<file path="config.mk">
export PLATFORM = sky130hd
export DESIGN_NAME = des_sbox_serial
export DESIGN_NICKNAME = d
export VERILOG_FILES = /design/src/rtl/des_pkg.sv /design/src/rtl/des_sbox_lane.sv /design/src/rtl/des_sbox_serial.sv
export SDC_FILE = /design/constraint.sdc
export NUM_CORES = 1
export LEC_CHECK = 0
export ABC_AREA = 1
export ABC_CLOCK_PERIOD_IN_PS = 2200
export BUFFER_PORTS_ARGS = -buffer_cell sky130_fd_sc_hd__buf_2
export CORE_MARGIN = 1
export CORE_UTILIZATION = 42
export CTS_BUF_LIST = sky130_fd_sc_hd__clkbuf_16
export CTS_CLUSTER_DIAMETER = 120
export DETAILED_ROUTE_END_ITERATION = 8
export SYNTH_ARGS = -nofsm -noshare
export SYNTH_HDL_FRONTEND = slang
export SYNTH_SLANG_ARGS = --single-unit
</file>
<file path="constraint.sdc">
create_clock -name clk -period 2.2 [get_ports clk]
set_input_delay 0.33 -clock clk [delete_from_list [all_inputs] [get_ports clk]]
set_output_delay 0.33 -clock clk [all_outputs]
set_load 0.01 [all_outputs]
</file>
<file path="src/rtl/des_pkg.sv">
// Shared DES constants: S-box tables, datapath widths and the serial S-box FSM states.
package des_pkg;

  localparam int unsigned DES_SBOX_IN_W  = 6;
  localparam int unsigned DES_SBOX_OUT_W = 4;
  localparam int unsigned DES_HALF_W     = 32;
  localparam int unsigned DES_EXP_W      = 48;
  localparam int unsigned DES_NUM_SBOX   = 8;

  typedef enum logic [1:0] {
    IDLE = 2'd0,
    RUN  = 2'd1,
    DONE = 2'd2
  } des_sbox_state_e;

  // Standard DES S1..S8. Box-major; inside a box, entry {row,col} with row 0 first.
  // Entry 0 of each box sits in the leftmost nibble of its 256-bit literal.
  localparam logic [0:7][0:63][3:0] DES_SBOX_T = {
    256'hE4D12FB83A6C5907_0F74E2D1A6CB9538_41E8D62BFC973A50_FC8249175B3EA06D,
    256'hF18E6B34972DC05A_3D47F28EC01A69B5_0E7BA4D158C6932F_D8A13F42B67C05E9,
    256'hA09E63F51DC7B428_D709346A285ECBF1_D6498F30B12C5AE7_1AD069874FE3B52C,
    256'h7DE3069A1285BC4F_D8B56F03472C1AE9_A690CB7DF13E5284_3F06A1D8945BC72E,
    256'h2C417AB6853FD0E9_EB2C47D150FA3986_421BAD78F9C5630E_B8C71E2D6F09A453,
    256'hC1AF92680D34E75B_AF427C9561DE0B38_9EF528C3704A1DB6_432C95FABE17608D,
    256'h4B2EF08D3C975A61_D0B7491AE35C2F86_14BDC37EAF680592_6BD814A7950FE23C,
    256'hD2846FB1A93E50C7_1FD8A374C56B0E92_7B419CE206ADF358_21E74A8DFC90356B
  };

endpackage

</file>
<file path="src/rtl/des_sbox_lane.sv">
// One combinational S-box lane: selects a table by box index and looks up a 6-bit chunk.
module des_sbox_lane
  import des_pkg::*;
(
  input  logic [2:0]                box,
  input  logic [DES_SBOX_IN_W-1:0]  chunk,
  output logic [DES_SBOX_OUT_W-1:0] result_c
);

  logic [5:0] idx_c;

  // Row comes from the outer bits b1,b6; column from the inner bits b2..b5.
  assign idx_c    = {chunk[5], chunk[0], chunk[4:1]};
  assign result_c = DES_SBOX_T[box][idx_c];

endmodule

</file>
<file path="src/rtl/des_sbox_serial.sv">
// Serial DES S-box layer: 48-bit keyed half-block in, 32-bit S1..S8 result out.
// LANES boxes are evaluated per cycle, so a block takes 8/LANES RUN cycles.
// Optional synchronous abort port 'flush' is built when DES_SBOX_FLUSH_EN is defined.
module des_sbox_serial
  import des_pkg::*;
#(
  parameter int unsigned LANES = 2
) (
  input  logic                clk,
  input  logic                rst_n,
  input  logic                in_valid,
  output logic                in_ready,
  input  logic [1:DES_EXP_W]  in_data,
  output logic                out_valid,
  input  logic                out_ready,
  output logic [1:DES_HALF_W] out_data
`ifdef DES_SBOX_FLUSH_EN
  ,
  input  logic                flush
`endif
);

  localparam int unsigned STEPS  = DES_NUM_SBOX / LANES;
  localparam int unsigned STEP_W = (STEPS > 1) ? $clog2(STEPS) : 1;
  localparam logic [STEP_W-1:0] LAST_STEP = STEP_W'(STEPS - 1);

  // Only power-of-two lane counts up to eight divide the eight boxes evenly.
  if (!(LANES == 1 || LANES == 2 || LANES == 4 || LANES == 8)) begin : g_bad_lanes
    $error("des_sbox_serial: LANES must be 1, 2, 4 or 8");
  end

  des_sbox_state_e             state_q, state_d;
  logic [STEP_W-1:0]           step_q, step_d;
  logic                        out_valid_q, out_valid_d;
  logic [1:DES_EXP_W]          data_q;
  logic                        load_c;
  logic                        run_c;
  logic                        flush_c;
  logic [DES_SBOX_IN_W-1:0]    chunk_all_c [DES_NUM_SBOX];
  logic [DES_SBOX_OUT_W-1:0]   lane_res_c  [LANES];

`ifdef DES_SBOX_FLUSH_EN
  assign flush_c = flush;
`else
  assign flush_c = 1'b0;
`endif

  // Accept only in IDLE and never while reset is held.
  assign in_ready  = rst_n && (state_q == IDLE);
  assign out_valid = out_valid_q;

  // FSM state, step counter and output-valid register.
  always_ff @(posedge clk or negedge rst_n) begin
    if (!rst_n) begin
      state_q     <= IDLE;
      step_q      <= '0;
      out_valid_q <= 1'b0;
    end else begin
      state_q     <= state_d;
      step_q      <= step_d;
      out_valid_q <= out_valid_d;
    end
  end

  // Next-state logic; flush overrides any accept or output handshake.
  always_comb begin
    state_d     = state_q;
    step_d      = step_q;
    out_valid_d = out_valid_q;
    load_c      = 1'b0;
    run_c       = 1'b0;
    case (state_q)
      IDLE: begin
        if (in_valid && in_ready) begin
          load_c  = 1'b1;
          step_d  = '0;
          state_d = RUN;
        end
      end
      RUN: begin
        run_c = 1'b1;
        if (step_q == LAST_STEP) begin
          step_d      = '0;
          state_d     = DONE;
          out_valid_d = 1'b1;
        end else begin
          step_d = step_q + STEP_W'(1);
        end
      end
      DONE: begin
        if (out_ready) begin
          state_d     = IDLE;
          out_valid_d = 1'b0;
        end
      end
      default: begin
        state_d     = IDLE;
        step_d      = '0;
        out_valid_d = 1'b0;
      end
    endcase
    if (flush_c) begin
      state_d     = IDLE;
      step_d      = '0;
      out_valid_d = 1'b0;
      load_c      = 1'b0;
      run_c       = 1'b0;
    end
  end

  // Input half-block is captured at accept so the source may change it afterwards.
  always_ff @(posedge clk or negedge rst_n) begin
    if (!rst_n) begin
      data_q <= '0;
    end else if (load_c) begin
      data_q <= in_data;
    end
  end

  // Per-box input chunk and result nibble; a box's nibble updates only on its own step.
  for (genvar k = 0; k < int'(DES_NUM_SBOX); k++) begin : g_box
    localparam int unsigned       LANE = k % LANES;
    localparam logic [STEP_W-1:0] STEP = STEP_W'(k / LANES);

    logic [DES_SBOX_OUT_W-1:0] nib_q;

    assign chunk_all_c[k] = data_q[6*k+1 : 6*k+6];
    assign out_data[4*k+1 : 4*k+4] = nib_q;

    // Result nibble for this box; untouched nibbles keep their previous value.
    always_ff @(posedge clk or negedge rst_n) begin
      if (!rst_n) begin
        nib_q <= '0;
      end else if (run_c && (step_q == STEP)) begin
        nib_q <= lane_res_c[LANE];
      end
    end
  end

  // Lane l serves box step*LANES + l in the current RUN cycle.
  for (genvar l = 0; l < int'(LANES); l++) begin : g_lane
    logic [2:0]               box_c;
    logic [DES_SBOX_IN_W-1:0] chunk_c;

    assign box_c   = 3'(32'(step_q) * LANES + 32'(l));
    assign chunk_c = chunk_all_c[box_c];

    des_sbox_lane u_lane (
      .box      (box_c),
      .chunk    (chunk_c),
      .result_c (lane_res_c[l])
    );
  end

endmodule

</file>
==> results_dict.tcl <==
set metrics [dict create \
    outcome "complete, but fails checks" \
    violations_in_the_final_reports "setup timing" \
    clk-insertion-delay-late_ns 0.34 \
    critPathKind "reg2reg" \
    slew_viol_final 0 \
    final_hold_viol_count 0 \
    worst-r2r-setup-slack_ns -0.05 \
    drt_drc_violations_left 0 \
    crit_arrival_ns 2.48 \
    slew_headroom_pct 69.58 \
    timing.final.crit_share_pct 102.4 \
    setup.worst_path.end_class "flop" \
    die_h_um 133.7 \
    buffer_ports.inserted 85 \
    muxShareOfSynthArea_pct 4.790 \
    grtUsageTotal_pct 32.34 \
    dr_total_vias 9047 \
    finalWorstSetupSlack_ns -0.05280 \
    clk_root_buffer_cell "sky130_fd_sc_hd__clkbuf_16" \
    final_core_util_pct 65.52 \
    max_cap_violations 0 \
    cts_max_path_buffers 2 \
    drt_iter0_markers 1317 \
    ioPinCount 86 \
    main_combinational_cell_family_by_area_after_synthesis "simple AND/OR/NAND/NOR gates" \
    maximum_number_of_pins_on_one_net_before_global_route_repair 86 \
    synthesized_netlist_net_count 1166 \
    final_setup_fails 32 \
    grt_setup_unrepaired "true" \
    synth_xor_area_share_pct 0 \
    timing_worst_slew_pin_value_ns 0.4563 \
    nets 1401 \
    first_pass_grt_wire_length_um 44800 \
    multi_input_area_mm2 0.005592 \
    synth_ff_type "sky130_fd_sc_hd__dfrtp_1" \
    std_cell_rows 47 \
    totalWireLength_um 30240 \
    post_synth_inst_count 1099 \
    number_of_diodes 0 \
    synth_compound_area_share_pct 4.498 \
    clock_tree.htree_level_count 3 \
    routabilityCongestion 0.9802 \
    syn-mean-instance-area_um2 6.632 \
    area_share_of_fa_ha_maj_cells_after_synthesis_pct 2.575 \
    ctsHoldBuffers 0 \
    first_global_vias 8389 \
    seq_area_frac_synth_pct 29.18 \
    core_mm2 0.01676 \
    overflow 0 \
    layout-area-overhead-vs-synth_pct 50.68 \
    area.sequential_mm2 0.002128 \
    worstHoldPathType "in2async" \
    final_layout_size_suffix_gt1_share_pct 44.44 \
    route.detailed.wl_per_inst_um 19.40 \
    cts_sinks 85 \
    dieWidth_um 133.7 \
    synth_edf_count 0 \
    synth_simple_gate_area_share_pct 49.73 \
    routed_via_density 5.803 \
    fp.dieArea_mm2 0.01788 \
    synthesis.yosys.warnings 0 \
    critical_path_fanouts_max 6 \
    start_util_pct 43.49 \
    max_clock_freq_mhz 443.9 \
    min_tclk_post_route_ns 2.253 \
    antenna_found_initial 0 \
    yosys_register_bits 85 \
    drt_pre_antenna_iters 6 \
    synth_cell_types 35 \
    cp_data_required_time_ns 2.43 \
    syn-cell-area_mm2 0.007288 \
    placed_wire_length_estimate_after_detailed_placement_um 20490 \
    asyncSetResetFlopFracSynth_pct 100.0 \
    cts.clk_slew.worst_paths_ns 0.07 \
    worst_setup_path_start_kind "flop" \
    fillers 1441 \
    inserted_clock_buffers 9 \
    antenna_left 0 \
    finalClockSkew_ns 0.01015 \
    cts_tree "built" \
]
## stage by stage
| step | setup TNS, ns | setup WS, ns | cells | instance area (um2) | hold slack [ns] |
|---|---|---|---|---|---|
| finish | -0.7423 | -0.05280 | 1559 | 10980 | 0.01988 |
| global route | -3.634 | -0.1611 | 1559 | 10980 | 0.06475 |
| CTS | -0.01211 | -0.007565 | 1546 | 9985 | 0.06006 |
| detailed placement | -5.822 | -0.2356 | 1505 | 8992 | 0.4214 |
| global placement | -4.845 | -0.2048 | 1505 | 8992 | 0.4244 |
| floorplan | 0 | 0.02830 | 1099 | 7289 | 0.03441 |
## routing by layer
metal	global-route usage, %	share of wire [%]
met1	46.37	42
met2	48.19	43
met3	4.909	11
met4	13.38	4.1
met5	0	0
## cell usage after synthesis (3+ instances only)
| cell type | count | area [um2] |
|---|---|---|
| sky130_fd_sc_hd__a21oi_1 | 32 | 160.2 |
| sky130_fd_sc_hd__buf_2 | 21 | 105.1 |
| sky130_fd_sc_hd__buf_4 | 15 | 112.6 |
| sky130_fd_sc_hd__buf_6 | 15 | 168.9 |
| sky130_fd_sc_hd__clkbuf_1 | 10 | 37.54 |
| sky130_fd_sc_hd__dfrtp_1 | 85 | 2127 |
| sky130_fd_sc_hd__ha_1 | 15 | 187.7 |
| sky130_fd_sc_hd__inv_1 | 50 | 187.7 |
| sky130_fd_sc_hd__inv_2 | 10 | 37.54 |
| sky130_fd_sc_hd__mux2_2 | 31 | 349.1 |
| sky130_fd_sc_hd__nand2_1 | 349 | 1310 |
| sky130_fd_sc_hd__nand2_2 | 19 | 118.9 |
| sky130_fd_sc_hd__nand2_4 | 6 | 67.56 |
| sky130_fd_sc_hd__nand3_1 | 335 | 1677 |
| sky130_fd_sc_hd__nand3_2 | 11 | 110.1 |
| sky130_fd_sc_hd__nor2_1 | 49 | 183.9 |
| sky130_fd_sc_hd__nor2_2 | 3 | 18.77 |
| sky130_fd_sc_hd__nor2_4 | 3 | 33.78 |
| sky130_fd_sc_hd__o21ai_0 | 10 | 50.05 |
| sky130_fd_sc_hd__o21ai_1 | 5 | 25.02 |
| sky130_fd_sc_hd__o22ai_1 | 7 | 43.79 |
## final timing paths
kind                                   start                 to  cells past startpoint
max in group asynchronous              rst_n          step_q[0]                      2
setup reg to reg                   step_q[0]  g_box[2].nib_q[2]                     17
min in group clk                  in_data[2]    chunk_all_c[46]                      2
hold / removal                         rst_n  g_box[3].nib_q[3]                      2
setup / recovery                   step_q[0]  g_box[2].nib_q[2]                     17
hold reg to reg            g_box[3].nib_q[1]  g_box[3].nib_q[1]                      2
## cells by family after synthesis
group | Yosys count
buffers and inverters | 124
multiplexers | 31
AND/OR/NAND/NOR | 784
AO/OA/AOI/OAI | 60
adder cells (fa/ha/maj) | 15
flip-flops | 85
## layout make-up
class / count / share of cell area [%]
Sequential cell: 85 / 19.38
Inverter: 62 / 2.358
Multi-Input combinational cell: 896 / 50.92
Clock inverter: 7 / 0.4557
Tap cell: 220 / 2.507
Timing Repair Buffer: 280 / 22.33
Clock buffer: 9 / 2.051
## repair_timing
| action | 4_1_cts | 5_1_grt |
|---|---|---|
| pin swaps | 45 | 89 |
| endpoints found under the setup margin | 32 | 32 |
| gates resized for setup | 103 | 192 |
| cloned | 9 | 7 |
| buffers inserted | 17 | 7 |
## sequential cells by signal (all words and copies together) (netlist names)
register	flops
g_box.nib_q	32
out_valid	1
chunk_all_c	48
state_q	2
step_q	2
## critical path, cell delays in order, from the launching register on
cell                      delay (ns)
sky130_fd_sc_hd__dfrtp_2        0.42
sky130_fd_sc_hd__buf_6          0.16
sky130_fd_sc_hd__nand2_2        0.07
sky130_fd_sc_hd__nand2_2        0.08
sky130_fd_sc_hd__nand2_4        0.06
sky130_fd_sc_hd__nand2_4        0.10
sky130_fd_sc_hd__inv_2          0.05
sky130_fd_sc_hd__ha_1           0.29
sky130_fd_sc_hd__inv_2          0.06
sky130_fd_sc_hd__nor2_1         0.05
sky130_fd_sc_hd__nor2_1         0.17
sky130_fd_sc_hd__nand2_1        0.12
sky130_fd_sc_hd__nand3_1        0.11
sky130_fd_sc_hd__nand3_2        0.09
sky130_fd_sc_hd__nand3_2        0.11
sky130_fd_sc_hd__nand2_4        0.09
sky130_fd_sc_hd__nand2_2        0.07
sky130_fd_sc_hd__nand2_1        0.05
## placed cells by master (no fill, tap or decap), types with 20 or more instances in the layout
cell type | synthesis | routed
sky130_fd_sc_hd__mux2_2 | 31 | 31
sky130_fd_sc_hd__a21oi_1 | 32 | 26
sky130_fd_sc_hd__buf_2 | 21 | 84
sky130_fd_sc_hd__dfrtp_1 | 85 | 84
sky130_fd_sc_hd__nand2_2 | 19 | 72
sky130_fd_sc_hd__nor2_1 | 49 | 44
sky130_fd_sc_hd__buf_4 | 15 | 141
sky130_fd_sc_hd__nand3_1 | 335 | 240
sky130_fd_sc_hd__inv_1 | 50 | 39
sky130_fd_sc_hd__nand2_1 | 349 | 277
sky130_fd_sc_hd__buf_12 | 0 | 20
sky130_fd_sc_hd__nand2_4 | 6 | 23
sky130_fd_sc_hd__nand3_2 | 11 | 100
Power is not shown: default switching activity piles up to over one toggle a cycle in this logic, so the estimate is an artifact.
